$ cat config.mk
export PLATFORM = sky130hd
export DESIGN_NAME = regfile_wb_arbiter_flat
export DESIGN_NICKNAME = d
export VERILOG_FILES = /design/src/rtl/regfile_wb_arbiter_if.sv /design/src/rtl/regfile_wb_arbiter.sv /design/src/flat_wrapper.sv
export SDC_FILE = /design/constraint.sdc
export NUM_CORES = 1
export LEC_CHECK = 0
export ABC_CLOCK_PERIOD_IN_PS = 4000
export CAP_MARGIN = 25
export CORE_MARGIN = 1.5
export CORE_UTILIZATION = 36
export DETAILED_ROUTE_END_ITERATION = 10
export MAX_ROUTING_LAYER = met4
export PLACE_DENSITY_LB_ADDON = 0.1
export SLEW_MARGIN = 20
export SYNTH_ARGS = -nofsm -noshare
export SYNTH_HDL_FRONTEND = slang
export SYNTH_SLANG_ARGS = --single-unit
$ cat constraint.sdc
create_clock -name clk_i -period 4 [get_ports clk_i]
set_input_delay 0.6 -clock clk_i [delete_from_list [all_inputs] [get_ports clk_i]]
set_output_delay 0.6 -clock clk_i [all_outputs]
set_load 0.02 [all_outputs]
$ cat src/rtl/regfile_wb_arbiter_if.sv
//------------------------------------------------------------------------------
// Module  : regfile_wb_arbiter_if
// Brief   : Writeback requester handshakes plus the register-file write port.
// Revision: 1.0 - initial release
//------------------------------------------------------------------------------
`default_nettype none

interface regfile_wb_arbiter_if;
    logic        a_valid;
    logic [4:0]  a_addr;
    logic [31:0] a_data;
    logic        a_ready;
    logic        b_valid;
    logic [4:0]  b_addr;
    logic [31:0] b_data;
    logic        b_ready;
    logic        rf_en;
    logic [4:0]  rf_addr;
    logic [31:0] rf_data;

    modport master (
        output a_valid, a_addr, a_data, b_valid, b_addr, b_data,
        input  a_ready, b_ready, rf_en, rf_addr, rf_data
    );

    modport slave (
        input  a_valid, a_addr, a_data, b_valid, b_addr, b_data,
        output a_ready, b_ready, rf_en, rf_addr, rf_data
    );
endinterface

`default_nettype wire

$ cat src/rtl/regfile_wb_arbiter.sv
//------------------------------------------------------------------------------
// Module  : regfile_wb_arbiter
// Brief   : Zero-fills registers 1..31 after reset, then round-robin shares the
//           register-file write port between the ALU (A) and load unit (B).
// Revision: 1.0 - initial release
//------------------------------------------------------------------------------
`default_nettype none

module regfile_wb_arbiter #(
    parameter bit CLEAR_ON_RESET = 1'b1,
    parameter int STALL_W        = 16
) (
    input  wire logic               clk_i,
    input  wire logic               reset_i,
    regfile_wb_arbiter_if.slave     bus,
    output logic                    init_done_o,
    output logic [STALL_W-1:0]      stall_cnt_o
);

    typedef enum logic [0:0] {
        ST_CLEAR = 1'b0,
        ST_RUN   = 1'b1
    } state_e;

    localparam state_e c_RESET_STATE = CLEAR_ON_RESET ? ST_CLEAR : ST_RUN;
    localparam logic [STALL_W-1:0] c_STALL_ONE = {{(STALL_W-1){1'b0}}, 1'b1};

    state_e               state_q, state_d;
    logic [4:0]           clr_ptr_q, clr_ptr_d;
    logic                 prio_q, prio_d;
    logic [STALL_W-1:0]   stall_q, stall_d;
    logic                 w_grant_a;
    logic                 w_grant_b;

    always_ff @(posedge clk_i) begin
        if (reset_i) begin
            state_q   <= c_RESET_STATE;
            clr_ptr_q <= 5'd1;
            prio_q    <= 1'b0;
            stall_q   <= '0;
        end else begin
            state_q   <= state_d;
            clr_ptr_q <= clr_ptr_d;
            prio_q    <= prio_d;
            stall_q   <= stall_d;
        end
    end

    always_comb begin
        state_d     = state_q;
        clr_ptr_d   = clr_ptr_q;
        prio_d      = prio_q;
        stall_d     = stall_q;
        w_grant_a   = 1'b0;
        w_grant_b   = 1'b0;
        bus.rf_en   = 1'b0;
        bus.rf_addr = 5'd0;
        bus.rf_data = 32'd0;
        bus.a_ready = 1'b0;
        bus.b_ready = 1'b0;
        init_done_o = 1'b0;

        // Everything stays quiet while reset is held so no request slips through.
        if (!reset_i) begin
            case (state_q)
                ST_CLEAR: begin
                    bus.rf_en   = 1'b1;
                    bus.rf_addr = clr_ptr_q;
                    clr_ptr_d   = clr_ptr_q + 5'd1;
                    if (clr_ptr_q == 5'd31) begin
                        state_d = ST_RUN;
                    end
                end
                ST_RUN: begin
                    init_done_o = 1'b1;
                    w_grant_a   = bus.a_valid && (!bus.b_valid || !prio_q);
                    w_grant_b   = bus.b_valid && !w_grant_a;
                    if (w_grant_a) begin
                        bus.a_ready = 1'b1;
                        bus.rf_addr = bus.a_addr;
                        bus.rf_data = bus.a_data;
                        bus.rf_en   = (bus.a_addr != 5'd0);
                    end else if (w_grant_b) begin
                        bus.b_ready = 1'b1;
                        bus.rf_addr = bus.b_addr;
                        bus.rf_data = bus.b_data;
                        bus.rf_en   = (bus.b_addr != 5'd0);
                    end
                    // The loser of a contested cycle gets priority next time.
                    if (bus.a_valid && bus.b_valid) begin
                        prio_d = w_grant_a;
                    end
                    if (((bus.a_valid && !w_grant_a) || (bus.b_valid && !w_grant_b))
                        && (stall_q != {STALL_W{1'b1}})) begin
                        stall_d = stall_q + c_STALL_ONE;
                    end
                end
                default: state_d = c_RESET_STATE;
            endcase
        end
    end

    assign stall_cnt_o = reset_i ? '0 : stall_q;

endmodule

`default_nettype wire

$ cat src/flat_wrapper.sv
// flat-port wrapper written by rule: the top's interface ports become plain ports
module regfile_wb_arbiter_flat 
#(
    parameter bit CLEAR_ON_RESET = 1'b1,
    parameter int STALL_W        = 16
)
  (clk_i, reset_i, init_done_o, stall_cnt_o, bus_a_valid, bus_a_addr, bus_a_data, bus_b_valid, bus_b_addr, bus_b_data, bus_a_ready, bus_b_ready, bus_rf_en, bus_rf_addr, bus_rf_data);
  regfile_wb_arbiter_if bus_i ();
  input  wire logic clk_i;
  input  wire logic reset_i;
  output logic init_done_o;
  output logic [STALL_W-1:0] stall_cnt_o;
  input wire logic [$bits(bus_i.a_valid)-1:0] bus_a_valid;
  input wire logic [$bits(bus_i.a_addr)-1:0] bus_a_addr;
  input wire logic [$bits(bus_i.a_data)-1:0] bus_a_data;
  input wire logic [$bits(bus_i.b_valid)-1:0] bus_b_valid;
  input wire logic [$bits(bus_i.b_addr)-1:0] bus_b_addr;
  input wire logic [$bits(bus_i.b_data)-1:0] bus_b_data;
  output wire logic [$bits(bus_i.a_ready)-1:0] bus_a_ready;
  output wire logic [$bits(bus_i.b_ready)-1:0] bus_b_ready;
  output wire logic [$bits(bus_i.rf_en)-1:0] bus_rf_en;
  output wire logic [$bits(bus_i.rf_addr)-1:0] bus_rf_addr;
  output wire logic [$bits(bus_i.rf_data)-1:0] bus_rf_data;
  assign bus_i.a_valid = bus_a_valid;
  assign bus_i.a_addr = bus_a_addr;
  assign bus_i.a_data = bus_a_data;
  assign bus_i.b_valid = bus_b_valid;
  assign bus_i.b_addr = bus_b_addr;
  assign bus_i.b_data = bus_b_data;
  assign bus_a_ready = bus_i.a_ready;
  assign bus_b_ready = bus_i.b_ready;
  assign bus_rf_en = bus_i.rf_en;
  assign bus_rf_addr = bus_i.rf_addr;
  assign bus_rf_data = bus_i.rf_data;
  regfile_wb_arbiter #(.CLEAR_ON_RESET(CLEAR_ON_RESET), .STALL_W(STALL_W)) u_core (.clk_i(clk_i), .reset_i(reset_i), .bus(bus_i), .init_done_o(init_done_o), .stall_cnt_o(stall_cnt_o));
endmodule
==> Word level (Yosys, flattened, before mapping) <==
Index checks and enable logic that the tools add are counted.
{ "word_totals": {"reg_bits": 23, "elab_cells": 49, "input_bits": 78, "mem_bits_rw": 0, "latch_bits": 0, "mem_bits_ro": 0, "memories": 0} }
{ "classes": {"div": 0, "n_mul": 0, "magnitude_cmp": 0, "reduce_logical": 16, "n_shift": 0, "muxes": 24, "n_addsub": 2, "eq_ne": 2, "bitwise_logic": 1} }
{ "ops": {"columns": ["cell", "n"], "rows": [
  ["$mux 32", 4],
  ["$add 16x1->16 const B", 1],
  ["$mux 16", 1],
  ["$ne 16x16->1 const B", 1],
  ["$mux 5", 3],
  ["$mux 1", 14],
  ["$pmux 5 s2", 1],
  ["$reduce_bool 5->1", 2],
  ["$logic_and 1x1->1", 6],
  ["$add 5x1->5 const B", 1],
  ["$eq 5x5->1 const B", 1],
  ["$logic_not 1->1", 4],
  ["$reduce_and 2->1", 2],
  ["$logic_or 1x1->1", 2],
  ["$pmux 1 s2", 1],
  ["$not 1->1", 1]
]} }

==> Longest topological paths before layout <==
{ "logic_depth": {"word_depth": 10, "mapped_depth": 6} }

==> Least setup slack after synthesis <==
No wires, ideal clock.
{ "synth_timing": {"kind": "input to output", "from": "in reset_i", "to": "out bus_rf_data[10]", "arrival_time_ps": 2124, "t_required_ps": 3400, "path_stages": 6, "path_slack_ps": 1276, "cell_sequence": "clkbuf_1 nor2b_1 and2_1 clkbuf_1 clkbuf_1 a22o_1"} }
{ "synth_between": {"elab_chain_cells": 1} }
{ "synth_rtl": {"columns": ["element", "line", "rtl"], "rows": [
  ["start: declaration", "flat_wrapper.sv:10", "input wire logic reset_i;"],
  ["$mux 32", "regfile_wb_arbiter.sv:64", "if (!reset_i) begin"],
  ["end: declaration", "flat_wrapper.sv:23", "output wire logic [$bits(bus_i.rf_data)-1:0] bus_rf_data;"]
]} }
No other way between the ends.

==> Final worst setup path <==
{ "layout_timing": {"from": "in bus_b_valid", "to": "out bus_rf_data[7]"} }
{ "layout_between": {"elab_chain_cells": 9} }
{ "layout_rtl": {"columns": ["element", "line", "rtl"], "rows": [
  ["start: declaration", "flat_wrapper.sv:16", "input wire logic [$bits(bus_i.b_valid)-1:0] bus_b_valid;"],
  ["$logic_not 1->1", "regfile_wb_arbiter.sv:76", "w_grant_a = bus.a_valid && (!bus.b_valid || !prio_q);"],
  ["$logic_or 1x1->1", "regfile_wb_arbiter.sv:76", null],
  ["$logic_and 1x1->1", "regfile_wb_arbiter.sv:76", null],
  ["$logic_not 1->1", "regfile_wb_arbiter.sv:77", "w_grant_b = bus.b_valid && !w_grant_a;"],
  ["$logic_and 1x1->1", "regfile_wb_arbiter.sv:77", null],
  ["$mux 32", "regfile_wb_arbiter.sv:83", "end else if (w_grant_b) begin"],
  ["$mux 32 *", "regfile_wb_arbiter.sv:78", "if (w_grant_a) begin"],
  ["$mux 32 *", "regfile_wb_arbiter.sv:65", "case (state_q)"],
  ["$mux 32 *", "regfile_wb_arbiter.sv:64", null]
]} }
Mark *: on every way between the ends. The rest lies on a longest branch, timed or not.

==> results.py <==
metrics = {
    "run_status": {
        "outcome": "completed",
    },
    "cells_and_area": {
        "multiInputGateArea_sq_um": 1139,
        "area_delta_synth_final_pct": 84.28,
        "layout_common_cells": "134 x clkdlybuf4s50_1, 32 x a22o_1, 27 x nor2_1",
        "final_common_cell": "clkdlybuf4s50_1",
        "fill_cells": 377,
        "antenna_cells": 0,
        "final_nets": 415,
        "seq_area_sq_um": 460.4,
        "drive_gt1_frac": 0.06907,
    },
    "run": {
        "drv_cap": 0,
    },
    "worst_setup_path": {
        "critPathKind": "in2out",
        "crit_family": "buffers and inverters",
        "crit_path_start": "bus_b_valid",
        "max_stage_delay_ns": 0.62,
        "cp_num_buf_inv": 4,
        "cp-start-kind": "primary input",
        "end_kind": "output port",
        "worstPathMaxFanout": 34,
        "cp.required_ns": 3.40,
        "r2r_start": "u_core.state_q",
        "slowest_stage": "clkdlybuf4s50_1",
        "crit_arrival_ns": 2.79,
        "crit_chain": "clkdlybuf4s50_1, a21boi_0, buf_4, and2_1, buf_4, a22o_1, clkdlybuf4s50_1",
    },
    "route": {
        "detail-route-antenna-nets": 0,
        "totalWireLength_mm": 6.450,
        "vias": 2093,
        "initialDrtViolationCount": 153,
        "dr.pass1.iters": 6,
        "viasPerCell": 5.436,
        "avgRoutedWirePerCell_um": 16.75,
        "drc": 0,
    },
    "global_routing": {
        "use_met3": 0.04641,
        "grtUsageTotal": 0.2585,
        "grt_overflow": 0,
        "grt_max_degree": 46,
        "met2_usage": 0.4237,
        "grt_antenna_before_repair": 0,
        "grt_first_pass_wirelength_mm": 9.915,
        "grtUsageMet1": 0.3127,
        "gr-max-usage-layer": "met2",
        "grt_pass1_vias": 2013,
    },
    "power": {
        "power_density_nw_per_um2": 162.6,
        "ir_worst_vdd_v": 0.00009796,
        "p_leak_uw": 0.001103,
    },
    "worst_hold_path": {
        "min_path_type": "reg2reg",
        "worstHoldStart": "u_core.stall_q[15]",
    },
    "timing": {
        "rsz0062_at_grt": "false",
        "maxSlewHeadroom": 0.5153,
        "finalCritPeriodShare": 0.8467,
        "hold_violations": 0,
        "min_period_ns": 3.387,
        "setup_tns_ns": 0,
        "fmax_mhz": 295.3,
        "finClkSkew_ns": 0.004616,
        "slew_violations": 0,
        "setup_ws_ns": 0.6133,
        "setup_viol": 0,
        "worst_pin_slew_ns": 0.7205,
    },
    "clock_tree": {
        "post_cts_resized": 0,
        "htreeDepth": 1,
        "clock_sinks": 23,
        "cts_root_buf": "clkbuf_8",
        "hold_buffers": 0,
        "clkLatencyLatePin_ns": 0.27,
        "cts.path.max_buffers": 2,
        "cts_buffers": 3,
        "cts_tree": "yes",
        "post-cts-setup-buffer-count": 0,
        "clkSlewWorstSetupHoldPaths_ns": 0.08,
    },
    "placed_design": {
        "place_ws_ns": 0.6469,
        "place.gp.congestion": 0.9007,
        "io_buffers": 134,
        "hpwl_mm": 5.210,
    },
    "logic_synthesis": {
        "avgSynthCellArea_sq_um": 8.154,
        "syn_inst": 207,
        "synth.top_cells.by_area": "dfxtp_1 27%, a22o_1 17%, mux2_2 7.3%",
        "syn_area_sq_um": 1688,
        "synth_warnings": 0,
        "ys_seq_area_frac": 0.2728,
        "ys_types": 42,
        "ys_seq_elements": 23,
        "synth_largest_area_cell": "dfxtp_1",
        "synth_top_area_frac": 0.2728,
        "syn_nets": 288,
    },
    "floorplan": {
        "die_x_um": 71.47,
        "std_cell_rows": 24,
        "die_area_sq_um": 5108,
        "initial_core_util": 0.3798,
        "io-pin-count": 135,
        "core-area_sq_um": 4444,
        "die_y_um": 71.47,
    },
}
## power by group
part           leakage [uW]  internal, uW  switching (uW)
combinational      0.000894          84.0            37.6
clock             0.0000228          71.2            75.9
sequential         0.000186           233            4.38
## sequential cells by signal (all words and copies together), names as in the netlist
register	count
u_core.clr_ptr_q	5
u_core.prio_q	1
u_core.stall_q	16
u_core.state_q	1
## Yosys cell counts, drive strengths merged
cell type	count
a21oi	3
a311oi	2
and3	2
and4	1
a22oi	4
a211oi	3
or2	1
nor3	6
nand2b	1
buf	4
and2	2
xnor2	2
o21ai	2
mux2	11
clkbuf	14
or4	4
nand2	6
nor4	5
nand3	7
mux2i	2
nand4	6
a21boi	2
nor3b	1
o41ai	2
a221o	1
ha	3
nor2b	16
inv	4
nor2	27
nor4b	1
a41oi	1
xor2	2
nand4b	1
o31ai	2
a22o	32
or3	1
dfxtp	23
## final timing paths
check	endpoint	cells past startpoint	slack, ns
worst max-delay path	bus_rf_data[7]	7	0.61
worst min-delay path	u_core.stall_q[15]	2	0.54
worst max register to register	u_core.stall_q[15]	5	1.73
worst min register to register	u_core.stall_q[15]	2	0.54
## through the flow
stage / power (uW) / util / cell area, sq um / instances / hold WS [ns]
5_1_grt: 533.8 / 0.6999 / 3110 / 385 / 0.5761
4_1_cts: 512.9 / 0.6999 / 3110 / 385 / 0.5341
3_3_place_gp: 363.1 / 0.6898 / 3065 / 381 / 0.5108
2_1_floorplan: 270.3 / - / 1688 / 207 / 0.4731
3_5_place_dp: 363.8 / 0.6898 / 3065 / 381 / 0.5170
6_report: 505.9 / 0.6999 / 3110 / 385 / 0.5409
## area by class of cell
class,instances,area share
sequential,23,0.1480
tap,52,0.02092
inverter,4,0.004827
clock buffer,4,0.01448
multi-input combinational,162,0.3660
timing repair buffer,140,0.4457
## worst reg2reg max path, stage by stage (launching register included)
cell,delay (ns)
dfxtp_1,0.32
buf_4,0.21
nand3_1,0.34
or4_4,0.67
or4_1,0.51
a21oi_1,0.15
## per-layer routing
layer | vias to the layer above | wire (um)
li1 | 1036 | -
met1 | 955 | 2643
met2 | 89 | 3239
met3 | 13 | 330
met4 | 0 | 237
met5 | - | 0
## kinds of logic (layout without fill, tap and decap cells)
family	count (synthesis)	in the layout	share of synthesized area
DFF	23	23	0.2728
AOI/OAI and AO/OA	54	54	0.2617
and+or+nand+nor	88	88	0.2847
adders and majority gates	3	3	0.02224
buffers and inverters	22	148	0.05263
muxes	13	13	0.08525
xor gates and xnor gates	4	4	0.02076
No activity file was read; power rests on OpenSTA's default activity.
